**src/rtl/wallace_three_bit_multiplier_pkg.sv**
```systemverilog
// rtl/wallace_three_bit_multiplier_pkg.sv - shared widths for exact and approximate 3x3 multipliers
package wallace_three_bit_multiplier_pkg;

    localparam int OPERAND_W = 3;
    localparam int PRODUCT_W = 6;

endpackage

```
**src/rtl/full_adder.sv**
```systemverilog
// rtl/full_adder.sv - full adder cell
// Ports: a, b, cin -> sum, cout
module full_adder (
    input  logic a,
    input  logic b,
    input  logic cin,
    output logic sum,
    output logic cout
);

    assign sum  = a ^ b ^ cin;
    assign cout = (a & b) | (a & cin) | (b & cin);

endmodule

```
**src/rtl/half_adder.sv**
```systemverilog
// rtl/half_adder.sv - half adder cell
// Ports: a, b -> sum, cout
module half_adder (
    input  logic a,
    input  logic b,
    output logic sum,
    output logic cout
);

    assign sum  = a ^ b;
    assign cout = a & b;

endmodule

```
**src/rtl/wallace_three_bit_multiplier.sv**
```systemverilog
// rtl/wallace_three_bit_multiplier.sv - unsigned 3x3 Wallace-tree multiplier with registered product
// Ports:
//   clk   - clock, product captured on rising edge
//   rst_n - asynchronous active-low clear of the product register
//   in1   - unsigned multiplicand
//   in2   - unsigned multiplier
//   out   - registered product in1*in2
module wallace_three_bit_multiplier
    import wallace_three_bit_multiplier_pkg::*;
(
    input  logic                 clk,
    input  logic                 rst_n,
    input  logic [OPERAND_W-1:0] in1,
    input  logic [OPERAND_W-1:0] in2,
    output logic [PRODUCT_W-1:0] out
);

    // pp[i][j] = in1[i] & in2[j], weight i+j
    logic [OPERAND_W-1:0] pp [OPERAND_W];

    always_comb begin
        for (int i = 0; i < OPERAND_W; i++) begin
            for (int j = 0; j < OPERAND_W; j++) begin
                pp[i][j] = in1[i] & in2[j];
            end
        end
    end

    // Stage 1: reduce every column to at most two bits
    logic s1_sum, s1_cy;   // column 1 half adder
    logic s2_sum, s2_cy;   // column 2 full adder
    logic s3_sum, s3_cy;   // column 3 half adder

    half_adder u_st1_c1 (.a(pp[1][0]), .b(pp[0][1]),                 .sum(s1_sum), .cout(s1_cy));
    full_adder u_st1_c2 (.a(pp[2][0]), .b(pp[1][1]), .cin(pp[0][2]), .sum(s2_sum), .cout(s2_cy));
    half_adder u_st1_c3 (.a(pp[2][1]), .b(pp[1][2]),                 .sum(s3_sum), .cout(s3_cy));

    // Final ripple adder over columns 2..4; column 1 holds a single bit
    // after stage 1 so it goes straight to the product.
    logic f2_sum, f2_cy;
    logic f3_sum, f3_cy;
    logic f4_sum, f4_cy;

    half_adder u_cpa_c2 (.a(s1_cy), .b(s2_sum),                  .sum(f2_sum), .cout(f2_cy));
    full_adder u_cpa_c3 (.a(s2_cy), .b(s3_sum),   .cin(f2_cy),   .sum(f3_sum), .cout(f3_cy));
    full_adder u_cpa_c4 (.a(s3_cy), .b(pp[2][2]), .cin(f3_cy),   .sum(f4_sum), .cout(f4_cy));

    logic [PRODUCT_W-1:0] product_d;
    logic [PRODUCT_W-1:0] product_q;

    assign product_d = {f4_cy, f4_sum, f3_sum, f2_sum, s1_sum, pp[0][0]};

    always_ff @(posedge clk or negedge rst_n) begin
        if (!rst_n) begin
            product_q <= '0;
        end else begin
            product_q <= product_d;
        end
    end

    assign out = product_q;

endmodule

```
**config.mk**
```make
export PLATFORM = sky130hd
export DESIGN_NAME = wallace_three_bit_multiplier
export DESIGN_NICKNAME = d
export VERILOG_FILES = /design/src/rtl/wallace_three_bit_multiplier_pkg.sv /design/src/rtl/full_adder.sv /design/src/rtl/half_adder.sv /design/src/rtl/wallace_three_bit_multiplier.sv
export SDC_FILE = /design/constraint.sdc
export NUM_CORES = 1
export LEC_CHECK = 0
export ABC_AREA = 1
export CAP_MARGIN = 15
export CORE_AREA = 2 2 39 41
export CTS_BUF_LIST = sky130_fd_sc_hd__clkbuf_8
export DETAILED_ROUTE_END_ITERATION = 8
export DIE_AREA = 0 0 41 43
export REMOVE_ABC_BUFFERS = 1
export SYNTH_ARGS = -nofsm -noshare
export SYNTH_HDL_FRONTEND = slang
export SYNTH_SLANG_ARGS = --single-unit
```
**constraint.sdc**
```tcl
create_clock -name clk -period 0.8 [get_ports clk]
set_input_delay 0.12 -clock clk [delete_from_list [all_inputs] [get_ports clk]]
set_output_delay 0.12 -clock clk [all_outputs]
set_load 0.1 [all_outputs]
```
==> results.py, run 1 <==
metrics = {
    "timing": {
        "fmax_ghz": 0.561,
        "post-route-period-util_pct": 223,
        "worst_pin_slew_ps": 265,
        "fin_ws_ps": -983,
        "finalHoldViolCount": 0,
        "setup_viol": 10,
        "maxSlewViolCount": 0,
        "slew-limit-headroom_pct": 82.3,
        "holdWs_ps": 92.9,
        "rsz0062_at_grt": "true",
        "layout_min_cycle_time_ps": 1780,
    },
    "floorplan": {
        "fp.dieH_um": 43,
        "die_x_um": 41,
        "rows": 14,
        "coreArea_um2": 1380,
        "start_util_pct": 24.4,
        "die_area_um2": 1760,
        "pin_count": 14,
    },
    "power_and_ir_drop": {
        "power_leakage_nw": 0.356,
        "p_sw_mw": 0.473,
        "ir_worst_vdd_v": 0.000627,
        "clock_power_share_pct": 32.8,
        "p_comb_share_pct": 39.8,
        "internal_power_mw": 0.864,
        "seqPwrFrac_pct": 27.4,
        "powerDensity_nw_per_um2": 2110,
        "swShare_pct": 35.4,
    },
    "setup_path": {
        "cpPeakStageDelay_ps": 570,
        "crit_path_start": "in2[1]",
        "critPathRequiredTime_ps": 910,
        "critPathArrivalTime_ps": 1890,
        "worst-path-buf-inv": 4,
        "cp_slowest_cell": "fa_1",
        "critical-path-top-delay-family": "adder cells",
        "cp-start-kind": "primary input",
        "path_class": "primary input to flop",
        "endpoint_kind": "flop",
        "path_cells": "buf_6, nand2_2, inv_2, fa_1, ha_4, inv_2, fa_2, fa_1, inv_1",
        "cp_max_fo": 2,
    },
    "final_layout": {
        "area_delta_synth_final_pct": 87.4,
        "num_antenna_cells": 0,
        "final_cell_area_um2": 633,
        "final_nets": 71,
        "largest_reg_flops": 6,
        "fin_cells": 71,
        "drive_above_1_share_pct": 47.3,
    },
    "placement": {
        "pre_cts_ws_ps": -1640,
        "port_buffers": 13,
        "gp_congestion": 0.701,
        "dpl_cell_area_um2": 571,
        "dpl.hpwl_um": 480,
        "dp_cells": 68,
    },
    "outcome": {
        "failed_checks": "negative setup slack",
        "status": "finished, violations left",
    },
    "clock_network": {
        "cts_max_level": 1,
        "cts_buffer_depth": 2,
        "tritoncts": "built",
        "cts_root_buffer": "clkbuf_8",
        "cts_hold_buf": 0,
        "cts_sinks": 6,
        "cts_setup_buffers": 0,
        "clk_pin_slew_ps": 30,
        "cts_buffers": 3,
    },
    "detailed_routing": {
        "wl_per_cell_um": 7.79,
        "drt_iter0_markers": 2,
        "routed-via-count": 271,
        "routed_wl_um": 553,
        "drtAntennaViolNets": 0,
        "via_per_inst": 3.82,
        "drc": 0,
        "firstDrtPassIters": 2,
    },
    "worst_hold_path": {
        "holdPathStages": 3,
        "min_to": "out[0]",
        "hold_class": "primary input to flop",
        "min_from": "in1[0]",
    },
    "grt": {
        "grt-ovfl-total": 0,
        "grt_pass1_wl_um": 945,
        "grt_max_degree": 7,
        "grt_pass1_vias": 272,
        "antenna_found_initial": 0,
        "grt_util_all_layers_pct": 8.52,
    },
    "yosys": {
        "ys.flop_type": "dfrtp_1",
        "synth_top_area_cell": "dfrtp_1",
        "syn-cell-area_um2": 338,
        "synth_top_area_share_pct": 44.4,
        "synth_common_cells": "inv_1, nand2_1, dfrtp_1",
        "synth_seq_cells": 6,
        "syn_inst": 36,
        "yosysWarnings": 0,
        "synth_most_common_cell": "inv_1",
        "synthTopCellsByArea": "dfrtp_1, fa_1, inv_1, ha_1, nand2_1",
        "ys_seq_area_share_pct": 44.4,
        "synthArstFlopShare_pct": 100,
        "synth_edf_count": 0,
        "avgSynthCellArea_um2": 9.38,
        "yosysUniqueCellTypes": 5,
    },
    "run": {
        "maxCapViolCount": 0,
    },
}
[power by group through the flow]
| stage | Clock (mW) | Sequential (mW) | Combinational (mW) |
|---|---|---|---|
| final | 0.439 | 0.366 | 0.533 |
| after global routing | 0.456 | 0.367 | 0.562 |
| after CTS | 0.453 | 0.366 | 0.520 |
| after detailed placement | 0 | 0.370 | 0.519 |
| after global placement | 0 | 0.369 | 0.515 |
| after floorplan | 0 | 0.601 | 0.0536 |
[layer usage]
metal | track usage (%) | vias up | share of wire [%]
li1 | - | 134 | -
met1 | 7.97 | 122 | 32
met2 | 13.1 | 13 | 55
met3 | 1.57 | 2 | 9.4
met4 | 10.0 | 0 | 3.1
met5 | 0 | - | 0
[kinds of logic after synthesis]
group	share of synthesized area (%)
adder cells (fa/ha/maj)	28.9
buffers and inverters	16.7
AND/OR/NAND/NOR	10.0
flip-flops	44.4
[repair_timing]
action | 4_1_cts | 5_1_grt
setup endpoints to repair | 11 | 10
pin swaps | 7 | 5
resized for setup | 31 | 6
cloned | 0 | 0
[area by class of cell]
cell class	count	area, µm²
Sequential cell	6	150
Clock buffer	3	41.3
Timing Repair Buffer	16	214
Inverter	15	56.3
Fill cell	137	751
Multi-Input combinational cell	15	151
Tap cell	16	20.0
[layout by cell type (no fill, tap or decap)]
cell type / netlist / routed
clkbuf_8: 0 / 3
buf_12: 0 / 6
buf_4: 0 / 3
ha_1: 3 / 2
fa_2: 0 / 1
buf_6: 0 / 5
nand2_2: 0 / 2
buf_2: 0 / 1
inv_1: 15 / 11
fa_1: 3 / 2
dfrtp_1: 6 / 6
inv_2: 0 / 4
nand2_1: 9 / 7
ha_4: 0 / 1
clkdlybuf4s50_1: 0 / 1
[worst min-delay path, cell delays in order]
cell and delay, ps:
buf_6 80, nand2_1 40, inv_1 40
[metrics by stage]
step	setup TNS (ps)	power [mW]	utilization (%)
final	-3250	1.34	45.8
after global routing	-3470	1.39	45.8
after CTS	-3450	1.34	43.9
after detailed placement	-5550	0.889	41.2
after global placement	-5480	0.884	41.2
after floorplan	-4230	0.655	-
[how the worst max path moves through the flow]
stage / depth (start not counted) / slack, ps / endpoint
3_5_place_dp: 9 / -1640 / out[4]
6_report: 9 / -980 / out[4]
4_1_cts: 9 / -1040 / out[4]
3_3_place_gp: 9 / -1620 / out[4]
2_1_floorplan: 8 / -1090 / out[4]
5_1_grt: 9 / -1030 / out[4]
Note: power is estimated with default switching activity, not from simulation.
==> inputs of run 2 (changes only) <==
HOLD_SLACK_MARGIN = 0.15   (was unset)
==> run 2 against run 1 <==
- the flow still finishes with violations (negative setup slack)
- clock-buffer cell count stayed put
- sequential share of layout area down 0.81 points
- maximum frequency hardly changed
- non-clock buffer count rose by 2
- clock power hardly changed
- worst hold slack better by 47 ps
- sequential cell count unchanged
- cell area rose by 3.6%
- utilization rose by 1.6 points
- die area did not move
- first-iteration DRC count is 100% lower
- combinational power is 2% higher
- critical path type unchanged
- critical endpoint unchanged
- largest cell class unchanged
==> results.py, run 2 (synthesis gave the netlist of run 1 again) <==
metrics = {
    "worst_hold_path": {
        "hold_class": "primary input to asynchronous set/reset pin",
    },
    "setup_path": {
        "critPathRequiredTime_ps": 910,
        "cpPeakStageDelay_ps": 570,
        "cp_slowest_cell": "fa_1",
        "path_cells": "buf_6, nand2_2, inv_2, fa_1, ha_4, inv_2, fa_2, fa_1, inv_1",
        "endpoint_kind": "flop",
        "cp-start-kind": "primary input",
        "critPathArrivalTime_ps": 1900,
        "path_class": "primary input to flop",
        "cp_max_fo": 2,
    },
    "final_layout": {
        "final_nets": 73,
        "area_delta_synth_final_pct": 94.1,
        "drive_above_1_share_pct": 45.6,
        "largest_reg_flops": 6,
        "ff_latch_area_um2": 150,
        "num_antenna_cells": 0,
        "final_cell_area_um2": 656,
        "mostFrequentLayoutCell": "inv_1",
        "final_cell_mix": "inv_1, nand2_1, dfrtp_1, buf_12, buf_6",
        "fillers": 135,
        "multi_input_area_um2": 151,
    },
    "placement": {
        "port_buffers": 13,
        "gp_congestion": 0.701,
        "dpl_cell_area_um2": 571,
        "dpl.hpwl_um": 480,
    },
    "floorplan": {
        "coreArea_um2": 1380,
        "die_x_um": 41,
        "start_util_pct": 24.4,
        "pin_count": 14,
        "rows": 14,
        "die_area_um2": 1760,
        "fp.dieH_um": 43,
    },
    "timing": {
        "fmax_ghz": 0.561,
        "setup_viol": 10,
        "layout_min_cycle_time_ps": 1780,
        "maxSlewViolCount": 0,
        "fin_ws_ps": -983,
        "post-route-period-util_pct": 223,
        "holdWs_ps": 140,
        "worst_pin_slew_ps": 264,
        "finalHoldViolCount": 0,
        "slew-limit-headroom_pct": 82.3,
        "rsz0062_at_grt": "true",
    },
    "clock_network": {
        "clk_pin_slew_ps": 30,
        "cts_root_buffer": "clkbuf_8",
        "cts_setup_buffers": 0,
        "tritoncts": "built",
        "cts_buffer_depth": 2,
        "cts_max_level": 1,
        "cts_sinks": 6,
        "cts_buffers": 3,
    },
    "run": {
        "maxCapViolCount": 0,
    },
    "grt": {
        "antenna_found_initial": 0,
        "grt_pass1_wl_mm": 1.02,
        "grt_max_degree": 7,
        "grt_pass1_vias": 284,
        "grt_util_all_layers_pct": 9.13,
        "grt-ovfl-total": 0,
    },
    "power_and_ir_drop": {
        "power_leakage_nw": 0.373,
        "power_mw": 1.35,
        "powerDensity_nw_per_um2": 2060,
        "ir_worst_vdd_v": 0.000637,
    },
    "detailed_routing": {
        "firstDrtPassIters": 1,
        "drtAntennaViolNets": 0,
        "wl_per_cell_um": 7.86,
        "routed-via-count": 280,
        "drc": 0,
        "routed_wl_um": 574,
        "via_per_inst": 3.84,
        "drt_iter0_markers": 0,
    },
    "outcome": {
        "failed_checks": "negative setup slack",
        "status": "finished, violations left",
    },
}
run 2: changes by cell type in the layout (fill, tap and decap cells not counted):
cell	change
dlygate4sd3_1	+1
dlymetal6s4s_1	+1
run 2: report_power, final:
| group | switching [mW] | total [mW] | internal, mW |
|---|---|---|---|
| clock network | 0.118 | 0.440 | 0.322 |
| logic | 0.331 | 0.541 | 0.210 |
| registers | 0.0263 | 0.366 | 0.340 |
| total | 0.476 | 1.35 | 0.872 |
run 2: final timing paths:
kind                       cells past startpoint  slack, ps    from  endpoint
hold / removal                                 1        140   rst_n    out[3]
setup / recovery                               9       -980  in2[1]    out[4]
max in group asynchronous                      1        450   rst_n    out[1]
min in group clk                               4        220  in1[0]    out[1]
run 2: repair_timing:
action	CTS	global route
hold endpoints to repair	7	0
hold buffers	2	0
endpoints found under the setup margin	11	11
pin swaps	7	6
gates resized for setup	31	7
gates cloned	0	0
run 2: routing by layer:
layer  track usage, %  routed length [µm]  vias up
met5                0                   0        -
met4             10.0                  17        0
met3             1.57                  51        2
met2             14.4                 318       13
met1             8.64                 186      127
li1                 -                   -      138
run 2: cell type report:
| cell class | count | share of cell area [%] |
|---|---|---|
| Multi-Input combinational cell | 15 | 23.1 |
| Timing Repair Buffer | 18 | 36.1 |
| Inverter | 15 | 8.59 |
| Clock buffer | 3 | 6.30 |
| Tap cell | 16 | 3.05 |
| Sequential cell | 6 | 22.9 |
run 2: stage by stage:
stage	std cells	util (%)	setup WS, ps	TNS (ps)
final	73	47.4	-983	-3250
after global routing	73	47.4	-1030	-3470
after CTS	73	45.4	-1040	-3450
after detailed placement	68	41.2	-1640	-5550
after global placement	68	41.2	-1620	-5480
after floorplan	36	-	-1090	-4230
run 2: critical path, delay by kind of cell:
| kind | cells | cell delay [ps] |
|---|---|---|
| and+or+nand+nor | 1 | 60 |
| adders and majority gates | 4 | 1520 |
| buffers and inverters | 4 | 200 |
==> inputs of run 3 (changes only) <==
GPL_ROUTABILITY_DRIVEN = 0   (was unset)
clock period = 1.5 ns   (was 0.8 ns; I/O delays follow)
==> run 3 against run 2 <==
- the run still ends with negative setup slack left
- non-clock buffer count down 1
- global-route usage down 0.80 points
- via count unchanged
- utilization down 2.3 points
- combinational power down 48%
==> results.py, run 3 (synthesis gave the netlist of run 1 again) <==
metrics = {
    "setup_path": {
        "cp_slowest_cell": "fa_1",
        "crit_path_start": "in2[0]",
        "path_cells": "buf_6, nand2_2, inv_2, fa_1, ha_2, inv_2, fa_2, fa_1, inv_1",
        "cp_max_fo": 2,
        "endpoint_kind": "flop",
        "cp-start-kind": "primary input",
        "critPathRequiredTime_ps": 1610,
        "critPathArrivalTime_ps": 2000,
        "cpPeakStageDelay_ps": 530,
        "worst-path-buf-inv": 4,
        "path_class": "primary input to flop",
        "path_depth": 9,
        "critical-path-top-delay-family": "adder cells",
    },
    "run": {
        "maxCapViolCount": 0,
    },
    "final_layout": {
        "final_nets": 72,
        "area_delta_synth_final_pct": 84.8,
        "multi_input_area_um2": 141,
        "mostFrequentLayoutCell": "inv_1",
        "num_antenna_cells": 0,
        "fin_cells": 72,
        "fillers": 129,
        "finish.utilization_pct": 45.1,
        "ff_latch_area_um2": 150,
        "drive_above_1_share_pct": 50.0,
        "final_cell_mix": "inv_1, nand2_1, dfrtp_1, buf_12, inv_2",
        "largest_reg_flops": 6,
    },
    "outcome": {
        "failed_checks": "negative setup slack",
        "status": "finished, violations left",
    },
    "grt": {
        "grt-ovfl-total": 0,
        "antenna_found_initial": 0,
        "grt_util_all_layers_pct": 8.32,
        "grt_pass1_wl_um": 931,
        "grt_pass1_vias": 263,
        "grt_max_degree": 7,
    },
    "placement": {
        "port_buffers": 13,
        "dpl.hpwl_um": 500,
        "dp_cells": 69,
        "pre_cts_ws_ps": -1040,
    },
    "power_and_ir_drop": {
        "power_leakage_nw": 0.356,
        "ir_worst_vdd_v": 0.000291,
        "powerDensity_nw_per_um2": 1140,
    },
    "floorplan": {
        "start_util_pct": 24.4,
        "fp.dieH_um": 43,
        "pin_count": 14,
        "die_x_um": 41,
        "die_area_um2": 1760,
        "coreArea_um2": 1380,
        "rows": 14,
    },
    "clock_network": {
        "cts_root_buffer": "clkbuf_8",
        "tritoncts": "built",
        "cts_max_level": 1,
        "cts_buffer_depth": 2,
        "cts_sinks": 6,
        "cts_buffers": 3,
        "clk_pin_slew_ps": 30,
    },
    "timing": {
        "layout_min_cycle_time_ps": 1890,
        "maxSlewViolCount": 0,
        "fin_ws_ps": -388,
        "fmax_ghz": 0.530,
        "holdWs_ps": 201,
        "setup_viol": 3,
        "tns_ps": -705,
        "post-route-period-util_pct": 126,
        "rsz0062_at_grt": "true",
        "finalHoldViolCount": 0,
        "slew-limit-headroom_pct": 83.1,
        "worst_pin_slew_ps": 253,
    },
    "worst_hold_path": {
        "holdPathStages": 3,
        "min_from": "in1[0]",
        "hold_class": "primary input to flop",
    },
    "detailed_routing": {
        "wl_per_cell_um": 7.54,
        "drt_iter0_markers": 4,
        "routed-via-count": 280,
        "routed_wl_um": 543,
        "drtAntennaViolNets": 0,
        "via_per_inst": 3.89,
        "firstDrtPassIters": 4,
        "drc": 0,
    },
}
## run 3: path summary, 6_finish.rpt
check | slack, ps | endpoint
max | -390 | out[4]
min | 200 | out[0]
max in group asynchronous | 1060 | out[1]
min in group asynchronous | 240 | out[4]
## run 3: area by class of cell
| type | count | area share [%] |
|---|---|---|
| Inverter | 15 | 9.02 |
| Multi-Input combinational cell | 15 | 22.6 |
| Timing Repair Buffer | 17 | 34.5 |
| Clock buffer | 3 | 6.61 |
| Sequential cell | 6 | 24.0 |
| Tap cell | 16 | 3.21 |
## run 3: through the flow
step / instance area (µm²) / power [mW]
3_5_place_dp: 578 / 0.477
5_1_grt: 624 / 0.743
6_report: 624 / 0.710
4_1_cts: 609 / 0.714
3_3_place_gp: 578 / 0.473
2_1_floorplan: 338 / 0.349
## run 3: power by group
group          total (mW)  leakage (nW)  switching (mW)  internal, mW
clock               0.233        0.0216          0.0612         0.172
sequential          0.195        0.0756          0.0144         0.181
combinational       0.282         0.259           0.175         0.107
total               0.710         0.356           0.251         0.459
## run 3: per-layer routing
layer	routed length [µm]	track usage [%]
met5	0	0
met4	14	8.00
met3	56	1.57
met2	281	12.5
met1	189	9.00
## run 3: what timing repair did
item | CTS | global route
setup buffers | 0 | 0
hold buffers | 0 | 0
hold endpoints to repair | 0 | 0
setup endpoints to repair | 3 | 3
pin swaps | 7 | 5
gates resized for setup | 32 | 7
